## config.mk

```make
export PLATFORM = sky130hd
export DESIGN_NAME = mux4to1_rr
export DESIGN_NICKNAME = d
export VERILOG_FILES = /design/src/rtl/mux4to1_rr.sv
export SDC_FILE = /design/constraint.sdc
export NUM_CORES = 1
export LEC_CHECK = 0
export CAP_MARGIN = 20
export CORE_MARGIN = 1
export CORE_UTILIZATION = 44
export DETAILED_ROUTE_END_ITERATION = 12
export HOLD_SLACK_MARGIN = 0.12
export MAX_ROUTING_LAYER = met4
export PLACE_DENSITY = 0.84
export SLEW_MARGIN = 20
export SYNTH_ARGS = -nofsm -noshare
export SYNTH_HDL_FRONTEND = slang
export SYNTH_SLANG_ARGS = --single-unit
export TNS_END_PERCENT = 10
```

## constraint.sdc

```tcl
create_clock -name clk -period 3.04 [get_ports clk]
set_input_delay 0.608 -clock clk [delete_from_list [all_inputs] [get_ports clk]]
set_output_delay 0.608 -clock clk [all_outputs]
set_load 0.02 [all_outputs]
```

## src/rtl/mux4to1_rr.sv

```systemverilog
// mux4to1_rr: merges four valid/ready source channels onto one registered
// output stream using round-robin arbitration. Each output beat carries the
// index of its source channel, and a wrapping counter tracks delivered beats.
//
// Handshake semantics (all channels, input and output side):
//   A beat transfers on a rising clk edge where valid && ready are both high.
//   A source may not make valid depend on ready; ready may depend on valid.
//   Once valid is raised, the source holds it and its data stable until the
//   transfer happens. in_ready is computed combinationally from in_valid,
//   out_valid, out_ready and the round-robin pointer.
module mux4to1_rr #(
    parameter int DATA_WIDTH  = 8,
    parameter int COUNT_WIDTH = 16
) (
    input  logic                   clk,
    input  logic                   rst,
    input  logic [3:0]             in_valid,
    output logic [3:0]             in_ready,
    input  logic [DATA_WIDTH-1:0]  Data_in_0,
    input  logic [DATA_WIDTH-1:0]  Data_in_1,
    input  logic [DATA_WIDTH-1:0]  Data_in_2,
    input  logic [DATA_WIDTH-1:0]  Data_in_3,
    output logic                   out_valid,
    input  logic                   out_ready,
    output logic [DATA_WIDTH-1:0]  Data_out,
    output logic [1:0]             sel,
    output logic [COUNT_WIDTH-1:0] xfer_count
);

    // Output register and arbitration state
    logic                   r_out_valid;
    logic [DATA_WIDTH-1:0]  r_data_out;
    logic [1:0]             r_sel;
    logic [COUNT_WIDTH-1:0] r_xfer_count;
    logic [1:0]             r_rr_ptr;

    // Combinational arbitration results
    logic                   w_load_en;
    logic                   w_out_xfer;
    logic                   w_grant_found;
    logic [1:0]             w_grant_idx;
    logic [1:0]             w_scan_idx;
    logic [3:0]             w_in_ready;
    logic [DATA_WIDTH-1:0]  w_grant_data;

    // The output register may accept a new beat when empty or draining this
    // cycle, so a full register refills in the same cycle it empties.
    assign w_load_en  = !rst && (!r_out_valid || out_ready);
    assign w_out_xfer = r_out_valid && out_ready;

    // Round-robin scan starting at r_rr_ptr. The scan runs from the farthest
    // position back to the nearest so the last hit is the first in order.
    always_comb begin
        w_grant_found = 1'b0;
        w_grant_idx   = 2'd0;
        w_scan_idx    = 2'd0;
        for (int k = 3; k >= 0; k--) begin
            w_scan_idx = r_rr_ptr + 2'(k);
            if (in_valid[w_scan_idx]) begin
                w_grant_found = 1'b1;
                w_grant_idx   = w_scan_idx;
            end
        end
    end

    // One-hot ready towards the granted channel, only when a load can happen
    always_comb begin
        w_in_ready = 4'b0000;
        if (w_load_en && w_grant_found) begin
            w_in_ready = 4'b0001 << w_grant_idx;
        end
    end

    // Select the data of the granted channel
    always_comb begin
        w_grant_data = Data_in_0;
        case (w_grant_idx)
            2'd0: w_grant_data = Data_in_0;
            2'd1: w_grant_data = Data_in_1;
            2'd2: w_grant_data = Data_in_2;
            2'd3: w_grant_data = Data_in_3;
            default: w_grant_data = Data_in_0;
        endcase
    end

    // Output register, pointer advance and delivered-beat counter
    always_ff @(posedge clk) begin
        if (rst) begin
            r_out_valid  <= 1'b0;
            r_data_out   <= '0;
            r_sel        <= 2'd0;
            r_xfer_count <= '0;
            r_rr_ptr     <= 2'd0;
        end else begin
            if (w_out_xfer) begin
                r_xfer_count <= r_xfer_count + COUNT_WIDTH'(1);
            end
            if (w_load_en) begin
                if (w_grant_found) begin
                    r_out_valid <= 1'b1;
                    r_data_out  <= w_grant_data;
                    r_sel       <= w_grant_idx;
                    r_rr_ptr    <= w_grant_idx + 2'd1;
                end else begin
                    // Nothing to load: register empties, data/sel keep last beat
                    r_out_valid <= 1'b0;
                end
            end
        end
    end

    assign in_ready   = w_in_ready;
    assign out_valid  = r_out_valid;
    assign Data_out   = r_data_out;
    assign sel        = r_sel;
    assign xfer_count = r_xfer_count;

endmodule

```

# Yosys cells after proc, flatten, opt, wreduce, memory -nomap -nowiden
# Index checks and enable logic that the tools add are counted.
[op_classes]
addsub = 5
reduce_logical = 8
n_lt_le_gt_ge = 4
n_shift = 1
n_eq_ne = 3
mux = 19
[ops]
columns = ["op", "n"]
rows = [
  ["$pmux 8 s4", 1],
  ["$add 16x1->16 const B", 1],
  ["$lt 2x3->1 const B", 4],
  ["$mux 1", 9],
  ["$bmux 1 s2", 4],
  ["$mux 2", 4],
  ["$add 2x1->2 const B", 2],
  ["$add 2x2->2 const B", 2],
  ["$eq 2x2->1 const B", 2],
  ["$mux 4", 1],
  ["$shl 1x2->4 const A", 1],
  ["$logic_and 1x1->1", 3],
  ["$eq 2x1->1 const B", 1],
  ["$logic_not 1->1", 2],
  ["$logic_not 2->1", 1],
  ["$reduce_and 2->1", 1],
  ["$logic_or 1x1->1", 1],
]
[word_totals]
ff_bits = 29
elab_cells = 45
inputBits = 39

# Depth between registers and ports, before layout
# Gate-level depths: netlist of the first run.
[logic_depth]
ltp_word = 9
ltp_mapped = 10
mapped_depth_nobuf = 9

# Worst setup path before layout of the first run
# No wires, ideal clock.
[synth_path]
path_type = "input-to-output"
from = "in in_valid[2]"
to = "out in_ready[1]"
required_time_ns = 2.432
path_buffers = 1
t_arrival_ns = 1.869
cell_stages = 7
setup_slack_ns = 0.563
cell_sequence = "mux2i_1 > nor2_1 > a311o_1 > inv_1 > ha_1 > clkbuf_1 > and2_1"
[synth_between]
elab_chain_cells = 8
word_cells_on_any_way = 19
cone_classes = "shift (1); mux (17); reduce/logical (1)"
[synth_rtl]
columns = ["item", "line_no", "source"]
rows = [
  ["from (decl)", "17", "input logic [3:0] in_valid,"],
  ["$bmux 1 s2", "59", "if (in_valid[w_scan_idx]) begin"],
  ["$mux 1 (not written as such)", "59", ""],
  ["$mux 2 (3 in a row)", "59", ""],
  ["$mux 2 *", "59", ""],
  ["via w_grant_idx[0]", "41", "logic [1:0] w_grant_idx;"],
  ["$shl 1x2->4 *", "70", "w_in_ready = 4'b0001 << w_grant_idx;"],
  ["$mux 4 *", "69", "if (w_load_en && w_grant_found) begin"],
  ["to (decl)", "18", "output logic [3:0] in_ready,"],
]
# The timed path passes the listed nets; every way through them passes the cells marked *. The select of a mux whose other input is x is not followed.

# Worst setup path after layout of the first run
[layout_path]
from = "in in_valid[2]"
to = "out in_ready[0]"
[layout_between]
elab_chain_cells = 8
word_cells_on_any_way = 19
cone_classes = "shift (1); mux (17); reduce/logical (1)"
[layout_rtl]
columns = ["item", "line_no"]
rows = [
  ["$bmux 1 s2", "59"],
  ["$mux 1 (not written as such)", "59"],
  ["$mux 2 / $mux 1 (equally long branches) (4 in a row)", "59"],
  ["$shl 1x2->4 / $logic_and 1x1->1 (equally long branches)", "70, 69"],
  ["$mux 4 *", "69"],
]
# Mark *: on every way between the ends. The rest lies on a longest branch, timed or not. The select of a mux whose other input is x is not followed.

==> out/summary.txt, run 1 <==
Slowest cell on crit path - clkdlybuf4s50_1
Num Clock Sinks - 29
Net load switching power - 300 uW
Mapped Avg Cell Area - 8.55 sq um
Mapped cell area - 1550 sq um
Via count - 1,588
Pleak - 0.000910 uW
FF-to-FF Start - r_rr_ptr[1]
Fin util - 69.8%
Final Max Slew Viols - 0
Post-Synthesis Cells - 181
Outcome - finished, final reports clean
# nets final - 300
Fillers - 287
Sw Ratio - 31.0%
Antenna Nets Post-Route - 0
Fmax - 340 MHz
CTS root buffer - clkbuf_4
Placed cells - 294
Setup Crit Path Kind - input port to primary output
Crit path max fanout - 4
CP max stage delay - 0.45 ns
Iter 0 DRT Violations - 65
Clock tree from TritonCTS - done
Hold Crit Start - Data_out[0]
Worst Max-Slew Pin Slew - 0.407 ns
Fin crit period - 2.94 ns
Start point of the critical path - in_valid[2]
Rows - 21
Seq pwr share - 43.9%
Non-filler cells, final - 302
N_diodes - 0
Area of the die - 3760 sq um
Final Instance Area - 2350 sq um
Clock transition at path regs - 0.09 ns
Netlist cell types - 41
Syn_nets - 226
IO buf count - 69
Arr. time, crit path - 2.33 ns
Worst path required time - 2.43 ns
Flops & latches, synth - 29
Vias per cell - 5.26
Die H - 61.3 um
Worst path buffer plus inverter count - 3
RSZ-0062 raised after global routing - no
Dominant delay contributor by cell family on the critical path - buffers and inverters
Cell Int Power - 668 uW
Skew-Pair Late Insertion Delay - 0.32 ns
Cell area after placement - 2300 sq um
Register area - 581 sq um
Dpl hpwl - 3040 um
DRC Markers - 0
Sequential share of the synthesized area - 37.5%
WL per Instance - 13.4 um
Clock buffer depth - 2
Gr usage total - 22.9%
Largest net degree at the start of global routing - 31
Critical Path End Type - primary output
Most area-hungry cell type in the Yosys netlist - dfxtp_1
Post-synth top area share - 37.5%
Final setup violation count - 0
Multi-input logic area - 870 sq um
First-pass GRT wire length - 6130 um
Area grow syn2layout - 51.7%
H-tree depth - 2
Max Cap Viol - 0
Slew headroom - 72.9%
TritonCTS Buffers - 5
Number of global-route vias before repair - 1,368
Starting density of the core - 46.0%
Gpl congestion - 0.769
CTS Hold Bufs - 0
Logic gate share of total power - 33.8%
PD cells - 413 nW/um^2
Drt total wl - 4040 um
Die Wd - 61.3 um
Crit-path cells - clkdlybuf4s50_1, nand2b_1, a21oi_1, a311o_1, buf_4, ha_1, and2_1, clkdlybuf4s15_1
Top Ports - 70
Final hold violation count - 0
Synth area leaders - dfxtp_1, nand2_1, a21oi_1
Startpoint types - input port
Yosys Warn Count - 0
Hold Path Class - flip-flop to flip-flop
Clock share of power - 22.3%
Initial antenna violation count - 0
Core Area - 3360 sq um
Drt first pass iters - 7
Maximum vdd drop - 0.338 mV
Share of cells above drive strength 1 - 8.98%
Clk_skew - 0.00723 ns
GRT overflow - 0
Post-route clock period utilization - 96.8%
-- cell usage after synthesis --
library cell / n
a21o_1: 2
a21oi_1: 17
a222oi_1: 8
a311o_1: 1
and2_1: 5
and2b_2: 1
and3_1: 2
and3_2: 1
and4_1: 2
buf_1: 1
buf_2: 2
buf_4: 1
buf_6: 2
clkbuf_1: 6
clkbuf_8: 1
dfxtp_1: 29
ha_1: 6
inv_1: 5
mux2i_1: 1
nand2_1: 24
nand2b_1: 2
nand3_1: 5
nand3_2: 1
nand3_4: 1
nand3b_1: 1
nand4_1: 4
nor2_1: 12
nor2b_1: 1
nor3_1: 1
nor3_2: 1
nor3b_1: 1
nor4_1: 1
o211ai_1: 8
o21ai_0: 5
o2bb2a_1: 1
o31ai_1: 3
or3_1: 2
or3_2: 1
or4_1: 3
xnor2_1: 1
xor2_1: 9
-- registers in the layout, indices dropped and copies added, names as in the netlist --
| name | flops |
|---|---|
| r_rr_ptr | 2 |
| Data_out | 8 |
| sel | 2 |
| out_valid | 1 |
| xfer_count | 16 |
-- worst reg2reg max path, stage by stage (launching register included) --
cell and delay [ns]:
dfxtp_1 0.38, nand2b_1 0.17, a21oi_1 0.18, a311o_1 0.22
inv_1 0.08, ha_1 0.19, buf_4 0.17, a222oi_1 0.38
nand2_1 0.09, o211ai_1 0.09, a21oi_1 0.08
-- final timing paths --
check / end / slack (ns) / depth (start not counted)
worst min register to register: Data_out[0] / 0.46 / 2
worst max-delay path: in_ready[0] / 0.1 / 8
worst min-delay path: Data_out[0] / 0.46 / 2
worst max register to register: Data_out[0] / 0.91 / 10
-- layout make-up --
class	count	share of cell area [%]
timing repair buffer	80	32.9
multi-input combinational	134	37.0
sequential	29	24.7
clock buffer	8	2.08
tap	46	2.45
inverter	5	0.800
-- power groups by stage --
stage	clock network [uW]	registers [uW]	logic [uW]
after CTS	219	425	328
final	216	425	328
after global routing	233	429	360
after global placement	0	432	327
after detailed placement	0	433	330
after floorplan	0	455	152
-- timing repair --
item,4_1_cts,5_1_grt
setup endpoints to repair,4,3
resized for setup,4,3
buffers inserted,0,0
endpoints found under the hold margin,0,0
pin swaps,0,1
-- per-stage QoR --
stage	hold slack [ns]	power, uW	worst slack [ns]	TNS (ns)
floorplan	0.502	607	0.563	0
global placement	0.443	759	-0.183	-0.615
detailed placement	0.448	764	-0.214	-0.702
CTS	0.460	972	0.00357	0
global route	0.480	1020	0.00129	0
finish	0.457	969	0.0975	0
-- logic make-up after synthesis --
kind of cell,share of synthesized area [%]
xor gates and xnor gates,5.66
and+or+nand+nor,25.1
AOI/OAI and AO/OA,19.9
adders and majority gates,4.85
buffers and inverters,6.39
muxes,0.647
DFF,37.5
-- placed cells by master (no fill, tap or decap), types with 4 or more instances in the layout --
cell type,n
a21oi_1,17
a222oi_1,8
and2_1,5
buf_4,11
clkbuf_4,5
clkdlybuf4s50_1,64
dfxtp_1,29
ha_1,6
inv_1,5
nand2_1,24
nand3_1,5
nand4_1,4
nor2_1,12
o211ai_1,8
o21ai_0,5
xor2_1,9
-- metal layers --
metal / up-vias / global-route usage, % / wire, um
li1: 801 / - / -
met3: 7 / 5.25 / 193
met1: 731 / 27.3 / 1790
met2: 49 / 37.9 / 1990
met5: - / - / 0
met4: 0 / 8.12 / 60
Note: power is estimated with default switching activity, not from simulation.
==> run 2, diff against run 1 <==
- CORE_ASPECT_RATIO: not set -> 1.2
==> run 2 against run 1 <==
Compared with the run above: die area is essentially flat; highest routed layer unchanged; clock skew shrank 0.0023 ns; largest power group unchanged; worst setup slack gained 0.044 ns; critical path depth shrank 1; wire length shrank 5.0%.
==> out/summary.txt, run 2 (synthesized netlist as in run 1, its figures left out) <==
Vias per cell - 5.52
Max Cap Viol - 0
Num Clock Sinks - 29
# nets final - 300
Slowest cell on crit path - clkdlybuf4s50_1
Skew-Pair Late Insertion Delay - 0.28 ns
Startpoint types - input port
Dpl hpwl - 2950 um
CTS Hold Bufs - 0
Pleak - 0.000934 uW
RSZ-0062 raised after global routing - no
Clock transition at path regs - 0.06 ns
Critical Path End Type - primary output
Setup Crit Path Kind - input port to primary output
Metal2 WL - 1990 um
PD cells - 465 nW/um^2
Share of cells above drive strength 1 - 10.9%
Placed cells - 285
Gpl congestion - 0.848
Pwr Total - 1100 uW
Largest net degree at the start of global routing - 31
Number of global-route vias before repair - 1,482
Hold Path Class - flip-flop to flip-flop
Most frequent cells in the layout - clkdlybuf4s50_1, dfxtp_1, nand2_1, a21oi_1, nor2_1
Die H - 67.0 um
CP max stage delay - 0.46 ns
WL per Instance - 13.1 um
Arr. time, crit path - 2.29 ns
Worst path buffer plus inverter count - 2
Fin crit period - 2.90 ns
Worst Max-Slew Pin Slew - 0.461 ns
Clock tree from TritonCTS - done
Gr usage total - 22.9%
Crit-path cells - clkdlybuf4s50_1, mux2i_1, nor2_1, a311o_1, ha_1, and2_1, dlygate4sd2_1
Non-filler cells, final - 293
Post-route clock period utilization - 95.3%
Via count - 1,617
CTS root buffer - clkbuf_8
Top Ports - 70
Final Max Slew Viols - 0
Drt total wl - 3840 um
First-pass GRT wire length - 6410 um
H-tree depth - 2
Area grow syn2layout - 53.4%
Outcome - finished, final reports clean
Maximum vdd drop - 0.367 mV
Max Used Layer - met4
Clk_skew - 0.00494 ns
IO buf count - 69
WL met1 - 1520 um
Max reg flops - 16
Starting density of the core - 46.4%
Fillers - 280
Crit path max fanout - 4
Die Wd - 56.1 um
Dominant delay contributor by cell family on the critical path - buffers and inverters
Post-CTS Setup Bufs - 0
Slew headroom - 69.1%
Iter 0 DRT Violations - 56
Area of the die - 3760 sq um
Clock buffer depth - 2
TritonCTS Buffers - 5
Worst path required time - 2.43 ns
Initial antenna violation count - 0
Met3 wire len - 293 um
Fmax - 345 MHz
Antenna Nets Post-Route - 0
GRT overflow - 0
Core Area - 3340 sq um
DRC Markers - 0
Rows - 23
Final hold violation count - 0
Drt first pass iters - 4
Commonest non-fill, non-tap cell in the layout - clkdlybuf4s50_1
N_diodes - 0
Final setup violation count - 0
run 2: path summary, 6_finish.rpt:
| check | from | end | slack (ns) | depth (start not counted) |
|---|---|---|---|---|
| setup reg to reg | r_rr_ptr[1] | Data_out[4] | 0.89 | 10 |
| hold reg to reg | Data_out[1] | Data_out[1] | 0.45 | 2 |
| hold / removal | Data_out[1] | Data_out[1] | 0.45 | 2 |
| setup / recovery | in_valid[2] | in_ready[2] | 0.14 | 7 |
run 2: what timing repair did:
action / CTS / global route
pin swaps: 0 / 0
resized for setup: 5 / 7
setup endpoints to repair: 4 / 4
run 2: routing by layer:
metal,vias to the layer above,GRT usage [%]
li1,803,-
met1,738,22.2
met2,71,40.5
met3,5,9.13
met4,0,10.7
met5,-,-
run 2: worst reg2reg max path, delay by kind of cell (launching register included):
family,cells,cell delay [ns]
AO/OA/AOI/OAI,6,0.99
buffers and inverters,2,0.32
flip-flops,1,0.43
AND/OR/NAND/NOR,1,0.09
adder cells (fa/ha/maj),1,0.21
run 2: power by group:
group / switching [uW] / total [uW] / internal (uW)
Combinational: 157 / 327 / 169
Clock: 148 / 352 / 204
Sequential: 18.2 / 425 / 407
run 2: per-stage QoR:
step	setup slack [ns]	hold slack, ns	util, %	setup TNS, ns	cell area (sq um)
5_1_grt	0.0276	0.472	71.1	0	2370
3_3_place_gp	-0.212	0.442	68.5	-0.788	2290
4_1_cts	0.0238	0.455	71.4	0	2380
6_report	0.142	0.452	71.1	0	2370
3_5_place_dp	-0.218	0.447	68.5	-0.853	2290
2_1_floorplan	0.563	0.502	-	0	1550
run 2: area by class of cell:
type / count / area [sq um] / share of cell area, %
sequential: 29 / 581 / 24.5
clock buffer: 7 / 96.3 / 4.06
multi-input combinational: 134 / 868 / 36.6
clock inverter: 1 / 5.00 / 0.211
inverter: 5 / 18.8 / 0.791
timing repair buffer: 80 / 758 / 31.9
tap: 37 / 46.3 / 1.95
